**src/rtl/pipeline_stall_controller.sv**
```systemverilog
// Pipeline stall/hold/flush sequencer.
// Merges memory wait, multi-cycle execute, load-use and taken-branch causes
// into per-stage enables and flushes, and keeps saturating stall/flush counters.
module pipeline_stall_controller #(
    parameter int unsigned MUL_LATENCY = 4,
    parameter int unsigned CNT_WIDTH   = 32
) (
    input  logic                 clk,
    input  logic                 rst,
    input  logic                 load_use_hazard,
    input  logic                 branch_taken,
    input  logic                 ex_multicycle_start,
    input  logic                 dmem_req,
    input  logic                 dmem_ready,
    output logic                 pc_write,
    output logic                 if_id_write,
    output logic                 if_id_flush,
    output logic                 id_ex_bubble,
    output logic                 ex_hold,
    output logic                 mem_hold,
    output logic [1:0]           busy_state,
    output logic [CNT_WIDTH-1:0] stall_cycles,
    output logic [CNT_WIDTH-1:0] flush_count
);

    // Multi-cycle ops hold EX for MUL_LATENCY-1 cycles; the start cycle is the
    // first of them, so the remaining counter is loaded with MUL_LATENCY-2.
    localparam bit          MC_EN     = (MUL_LATENCY >= 2);
    localparam int unsigned START_REM = MC_EN ? (MUL_LATENCY - 2) : 0;
    localparam int unsigned REM_W     = (START_REM > 1) ? $clog2(START_REM + 1) : 1;
    localparam logic [REM_W-1:0] REM_LOAD = REM_W'(START_REM);
    localparam logic [REM_W-1:0] REM_ONE  = REM_W'(1);

    typedef enum logic [1:0] {
        RUN      = 2'd0,
        MEM_WAIT = 2'd1,
        EX_BUSY  = 2'd2
    } state_t;

    state_t           state, state_nxt;
    state_t           resume, resume_nxt;
    state_t           eff_state;
    logic [REM_W-1:0] rem, rem_nxt;
    logic             mem_wait;
    logic             ex_start;
    logic             ex_active;

    // State, remaining-hold counter and pre-wait state register
    always_ff @(posedge clk) begin
        if (rst) begin
            state  <= RUN;
            resume <= RUN;
            rem    <= '0;
        end else begin
            state  <= state_nxt;
            resume <= resume_nxt;
            rem    <= rem_nxt;
        end
    end

    // Cause decode and next-state selection.
    // While in MEM_WAIT, the lower causes see the state that was interrupted,
    // so a release cycle continues an EX hold exactly where it was frozen.
    always_comb begin
        eff_state  = (state == MEM_WAIT) ? resume : state;
        mem_wait   = dmem_req && !dmem_ready;
        ex_start   = MC_EN && (eff_state == RUN) && ex_multicycle_start;
        ex_active  = (eff_state == EX_BUSY) || ex_start;
        state_nxt  = RUN;
        resume_nxt = resume;
        rem_nxt    = rem;
        if (mem_wait) begin
            state_nxt  = MEM_WAIT;
            resume_nxt = eff_state;
        end else if (eff_state == EX_BUSY) begin
            if (rem != '0) begin
                rem_nxt = rem - REM_ONE;
            end
            state_nxt = (rem <= REM_ONE) ? RUN : EX_BUSY;
        end else if (ex_start) begin
            rem_nxt   = REM_LOAD;
            state_nxt = (REM_LOAD != '0) ? EX_BUSY : RUN;
        end
    end

    // Prioritised control outputs; reset forces the idle set
    always_comb begin
        pc_write     = 1'b1;
        if_id_write  = 1'b1;
        if_id_flush  = 1'b0;
        id_ex_bubble = 1'b0;
        ex_hold      = 1'b0;
        mem_hold     = 1'b0;
        if (!rst) begin
            if (mem_wait) begin
                mem_hold    = 1'b1;
                pc_write    = 1'b0;
                if_id_write = 1'b0;
            end else if (ex_active) begin
                ex_hold     = 1'b1;
                pc_write    = 1'b0;
                if_id_write = 1'b0;
            end else if (load_use_hazard) begin
                id_ex_bubble = 1'b1;
                pc_write     = 1'b0;
                if_id_write  = 1'b0;
            end else if (branch_taken) begin
                if_id_flush = 1'b1;
            end
        end
    end

    assign busy_state = state;

    // Saturating performance counters
    always_ff @(posedge clk) begin
        if (rst) begin
            stall_cycles <= '0;
            flush_count  <= '0;
        end else begin
            if (!pc_write && (stall_cycles != '1)) begin
                stall_cycles <= stall_cycles + CNT_WIDTH'(1);
            end
            if (if_id_flush && (flush_count != '1)) begin
                flush_count <= flush_count + CNT_WIDTH'(1);
            end
        end
    end

endmodule

```
**config.mk**
```make
export PLATFORM = sky130hd
export DESIGN_NAME = pipeline_stall_controller
export DESIGN_NICKNAME = d
export VERILOG_FILES = /design/src/rtl/pipeline_stall_controller.sv
export SDC_FILE = /design/constraint.sdc
export NUM_CORES = 1
export LEC_CHECK = 0
export ABC_AREA = 1
export CELL_PAD_IN_SITES_DETAIL_PLACEMENT = 1
export CELL_PAD_IN_SITES_GLOBAL_PLACEMENT = 1
export CORE_MARGIN = 1
export CORE_UTILIZATION = 40
export DETAILED_ROUTE_END_ITERATION = 10
export HOLD_SLACK_MARGIN = 0.1
export PLACE_DENSITY = 0.89
export SYNTH_ARGS = -nofsm -noshare
export SYNTH_HDL_FRONTEND = slang
export SYNTH_SLANG_ARGS = --single-unit
```
**constraint.sdc**
```tcl
create_clock -name clk -period 5.5 [get_ports clk]
set_clock_uncertainty 0.15 [all_clocks]
set_input_delay 0.825 -clock clk [delete_from_list [all_inputs] [get_ports clk]]
set_output_delay 0.825 -clock clk [all_outputs]
set_load 0.1 [all_outputs]
```
==> impl_metrics.tcl, run 1 <==
set metrics [dict create \
    ir_drop_uv 152 \
    finalSetupViolCount 0 \
    drc_errors 0 \
    synth_seq_cells 70 \
    cts_tree "yes" \
    clk_pin_slew_ns 0.06 \
    die_h_um 110 \
    yosys.area.top_type "dfxtp_1" \
    io_buffers 78 \
    hold_violations 0 \
    cp-end-kind "primary output" \
    timing.final.crit_share_pct 72.8 \
    relSlewSlack_pct 34.2 \
    p_per_area_nw_per_um2 220 \
    tightest_slew_ns 0.984 \
    layout.nets 834 \
    synthTopCellsByArea "dfxtp_1 (30%), nand2_1 (25%), nor2_1 (9.4%)" \
    hold_start "rem[1]" \
    r2r_slack_ns 3.09 \
    ys_warn_count 0 \
    fin_total_pwr_uw 1270 \
    rsz0062_at_grt "false" \
    ioPinCount 79 \
    reg2reg_to "stall_cycles[10]" \
    grt_max_degree 62 \
    dr_total_vias 5035 \
    wl_um 14800 \
    hold_end "rem[1]" \
    cts_inserted_buffers 9 \
    min_path_cells 2 \
    dpl.cell_count 955 \
    stdcell_count 971 \
    cts_resized 0 \
    maxCapViolCount 0 \
    core_region_area_um2 11400 \
    clock_latency_ns 0.35 \
    yosysSeqAreaShare_pct 30.1 \
    clockBufferDepth 2 \
    clock-sinks 70 \
    crit_path_start_kind "primary input" \
    slew_violations 0 \
    grt_pass1_wl_um 24500 \
    cts_setup_buffers 0 \
    diodes 0 \
    grt.total_usage_pct 26.4 \
    critical_path.max_fanout 8 \
    layout_commonest_cell "nand2_1" \
    dr.first_iter.drc_count 196 \
    mostFrequentLayoutCells "nand2_1 (313), nor2_1 (117), clkdlybuf4s50_1 (76)" \
    hp-class "reg -> reg" \
    syn_nets 764 \
    worstPathArrival_ns 3.03 \
    fmax_mhz 250 \
    avgSynthCellArea_um2 6.17 \
    drive_above_1_share_pct 7.97 \
    ant_nets 0 \
    ys_types 32 \
    grt_antenna_before_repair 0 \
    crit_type "in -> out" \
    place.detailed.hpwl_um 11000 \
    root_buffer "clkbuf_16" \
    p_leak_uw 0.00204 \
    setup_tns_ns 0 \
    drt-pass1-iter-count 4 \
    syn_to_final_growth_pct 24.6 \
    place_congestion 0.880 \
    synth_top_area_share_pct 30.1 \
    holdWs_ns 0.353 \
    syn_inst 753 \
    synth.cell_area_um2 4650 \
    status "complete, no violations" \
    period_minus_slack_ns 4.00 \
    hold_buffers 0 \
    dieWidth_um 110 \
    grt_pass1_vias 5085 \
    num_rows 39 \
    wire_per_inst_um 15.3 \
    start_util_pct 40.9 \
    die_area_um2 12100 \
    vias_per_cell 5.19 \
    timing.rr.start "stall_cycles[0]" \
    ff2ff_path_depth 9 \
    cts_max_level 3 \
    gr-total-overflow 0 \
    cp.required_ns 4.53 \
]
[worst max-delay path by stage]
| stage | startpoint | endpoint | slack [ns] | cells past startpoint |
|---|---|---|---|---|
| 5_1_grt | dmem_ready | pc_write | 1.38 | 6 |
| 3_3_place_gp | dmem_ready | pc_write | 1.52 | 6 |
| 2_1_floorplan | rst | ex_hold | 1.82 | 5 |
| 4_1_cts | dmem_ready | if_id_write | 1.49 | 6 |
| 6_report | dmem_ready | if_id_write | 1.50 | 6 |
| 3_5_place_dp | dmem_ready | if_id_write | 1.49 | 6 |
[layer usage]
| layer | GRT usage, % | wire (um) | part of all wire, % |
|---|---|---|---|
| met1 | 31.2 | 6380 | 43 |
| met2 | 47.1 | 7540 | 51 |
| met3 | 3.62 | 469 | 3.2 |
| met4 | 12.0 | 433 | 2.9 |
| met5 | 0 | 0 | 0 |
[area by class of cell]
type	instances	area, um2
multi-input cells	620	2940
clock buffers	10	239
repair buffers	80	788
fillers	1552	5580
flip-flops and latches	70	1400
clock inverters	6	85.1
inverters	42	159
well taps	143	179
[registers in the layout, summed over array words and instances, names as in the netlist]
signal / cells
flush_count: 32
stall_cycles: 32
busy_state: 2
rem: 2
resume: 2
[stage by stage]
stage	utilization (%)	setup WS, ns	area [um2]
detailed placement	48.1	1.49	5470
finish	51.0	1.50	5790
global placement	48.1	1.52	5470
floorplan	-	1.82	4650
CTS	51.0	1.49	5790
global route	51.0	1.38	5790
[worst max-delay path: stages]
cell             delay (ns)
clkdlybuf4s50_1        0.45
inv_1                  0.03
nand2_1                0.21
nand3_1                0.17
nand2_1                0.17
clkdlybuf4s50_1        1.16
[synth_stat cells (all sizes together)]
cell type / instances
a21oi: 60
buf: 14
clkbuf: 7
clkinv: 2
dfxtp: 70
ha: 4
inv: 40
nand2: 329
nand3: 36
nand3b: 25
nand4: 3
nor2: 126
o21ai: 11
xnor2: 11
xor2: 15
[logic make-up (layout without fill, tap and decap cells)]
kind of cell / Yosys count / count (layout) / share of synthesized area, %
simple gates: 519 / 519 / 48.1
buf+inv: 63 / 138 / 6.59
xor+xnor: 26 / 26 / 4.90
flops: 70 / 70 / 30.1
fa+ha+maj: 4 / 4 / 1.08
compound gates: 71 / 71 / 9.18
[power breakdown]
part | total [uW] | switching [uW] | leakage [uW] | internal [uW]
Clock | 644 | 237 | 0.000154 | 408
Sequential | 518 | 6.08 | 0.000565 | 512
Combinational | 110 | 85.4 | 0.00132 | 24.4
Total | 1270 | 328 | 0.00204 | 944
Note: power is estimated with default switching activity, not from simulation.
==> inputs of run 2 (changes only) <==
--- a/config.mk
+++ b/config.mk
@@ -9,10 +9,10 @@
 export CELL_PAD_IN_SITES_DETAIL_PLACEMENT = 1
 export CELL_PAD_IN_SITES_GLOBAL_PLACEMENT = 1
 export CORE_MARGIN = 1
-export CORE_UTILIZATION = 40
+export CORE_UTILIZATION = 34
 export DETAILED_ROUTE_END_ITERATION = 10
 export HOLD_SLACK_MARGIN = 0.1
-export PLACE_DENSITY = 0.89
+export PLACE_DENSITY = 0.81
 export SYNTH_ARGS = -nofsm -noshare
 export SYNTH_HDL_FRONTEND = slang
 export SYNTH_SLANG_ARGS = --single-unit
==> constraint.sdc (replaced) <==
create_clock -name clk -period 3.4 [get_ports clk]
set_clock_uncertainty 0.15 [all_clocks]
set_input_delay 0.51 -clock clk [delete_from_list [all_inputs] [get_ports clk]]
set_output_delay 0.51 -clock clk [all_outputs]
set_load 0.1 [all_outputs]
==> impl_metrics.tcl, run 2 (same netlist as run 1, synthesis figures left out) <==
set metrics [dict create \
    status "complete, no violations" \
    fin_total_pwr_uw 2010 \
    clock-sinks 70 \
    critical_path.max_fanout 12 \
    place_congestion 0.929 \
    ioPinCount 79 \
    die_area_um2 14100 \
    grt_antenna_before_repair 0 \
    clk_pin_slew_ns 0.05 \
    die_h_um 119 \
    setup_tns_ns 0 \
    relSlewSlack_pct 49.4 \
    syn_to_final_growth_pct 22.8 \
    tightest_slew_ns 0.758 \
    crit_family "buffers and inverters" \
    cp-end-kind "primary output" \
    stdcell_count 1004 \
    timing.final.crit_share_pct 78.3 \
    hp-class "reg -> reg" \
    reg_top3 "flush_count: 32 flops, stall_cycles: 32 flops" \
    vias_per_cell 4.97 \
    drive_above_1_share_pct 16.5 \
    cts_setup_buffers 0 \
    place.detailed.hpwl_um 11300 \
    maxCapViolCount 0 \
    slew_violations 0 \
    drt-pass1-iter-count 4 \
    fmax_mhz 376 \
    io_buffers 78 \
    cts_tree "yes" \
    start_util_pct 35.0 \
    crit_chain "clkdlybuf4s50_1 > inv_1 > nand2_1 > nand3_1 > inv_1 > nand3_2 > inv_2 > buf_12" \
    finalSetupViolCount 0 \
    cts_inserted_buffers 9 \
    core_region_area_um2 13300 \
    grt_pass1_wl_um 24400 \
    crit_slowest_cell "clkdlybuf4s50_1" \
    p_per_area_nw_per_um2 353 \
    wire_per_inst_um 14.6 \
    clock_latency_ns 0.34 \
    layout_commonest_cell "nand2_1" \
    crit_path_start_kind "primary input" \
    critPathMostFrequentCell "inv_1" \
    cts_resized 0 \
    worst-path-buf-inv 5 \
    root_buffer "clkbuf_16" \
    dr_total_vias 4990 \
    grt_pass1_vias 5006 \
    worstPathArrival_ns 2.00 \
    cts_max_level 3 \
    gr-total-overflow 0 \
    dpl.cell_count 989 \
    hold_buffers 0 \
    hold_violations 0 \
    num-fill-cells 1809 \
    num_rows 42 \
    wl_um 14700 \
    period_minus_slack_ns 2.66 \
    dieWidth_um 119 \
    grt.total_usage_pct 21.5 \
    ant_nets 0 \
    grt_max_degree 62 \
    layout.nets 835 \
    clockBufferDepth 2 \
    rsz0062_at_grt "false" \
    dr.first_iter.drc_count 178 \
    diodes 0 \
    max_stage_delay_ns 0.45 \
    p_leak_uw 0.00220 \
    drc_errors 0 \
    crit_type "in -> out" \
    ir_drop_uv 170 \
    mostFrequentLayoutCells "nand2_1 (313), nor2_1 (117), dfxtp_1 (70), buf_4 (70), a21oi_1 (47)" \
    cp.required_ns 2.74 \
]
==> run 2: cell count changes in the layout (fill, tap and decap cells not counted), sizes merged <==
cell | previous run | this run
buf | 4 | 76
clkdlybuf4s50 | 76 | 5
clkbuf | 10 | 12
bufinv | 2 | 1
clkinv | 4 | 3
clkinvlp | 2 | 1
==> run 2: path summary, 6_finish.rpt <==
kind | startpoint | endpoint | slack, ns | depth (start not counted)
worst max-delay path | dmem_ready | if_id_flush | 0.74 | 8
worst min-delay path | rem[1] | rem[1] | 0.35 | 2
worst max register to register | stall_cycles[0] | stall_cycles[20] | 0.97 | 9
worst min register to register | rem[1] | rem[1] | 0.35 | 2
==> run 2: through the flow <==
stage	hold slack (ns)	cell area [um2]	util (%)	setup WS (ns)
2_1_floorplan	0.303	4650	-	0.109
3_3_place_gp	0.317	5400	40.6	0.744
3_5_place_dp	0.336	5400	40.6	0.716
4_1_cts	0.352	5710	43.0	0.711
5_1_grt	0.369	5710	43.0	0.612
6_report	0.348	5710	43.0	0.739
==> run 2: where the power goes <==
part	internal, uW	switching, uW	total [uW]
logic	44.9	141	186
registers	829	10.6	839
clock network	623	367	989
total	1500	518	2010
==> run 2: tightest hold or removal path: cells and delay by family (launching register included) <==
family        cells  cell delay [ns]
flops             1             0.31
simple gates      2             0.15
==> run 2: layout make-up <==
class | count | area, um2 | area share (%)
Tap cell | 176 | 220 | 3.86
Inverter | 42 | 159 | 2.78
Multi-Input combinational cell | 620 | 2940 | 51.5
Sequential cell | 70 | 1400 | 24.5
Clock buffer | 12 | 267 | 4.67
Timing Repair Buffer | 81 | 681 | 11.9
Clock inverter | 3 | 42.5 | 0.745
==> run 2: routing by layer <==
metal | part of all wire [%] | up-vias | GRT usage, %
met5 | 0 | - | 0
met4 | 1.6 | 0 | 6.96
met3 | 3.5 | 18 | 4.07
met2 | 51 | 78 | 39.1
met1 | 43 | 2394 | 25.2
li1 | - | 2500 | -
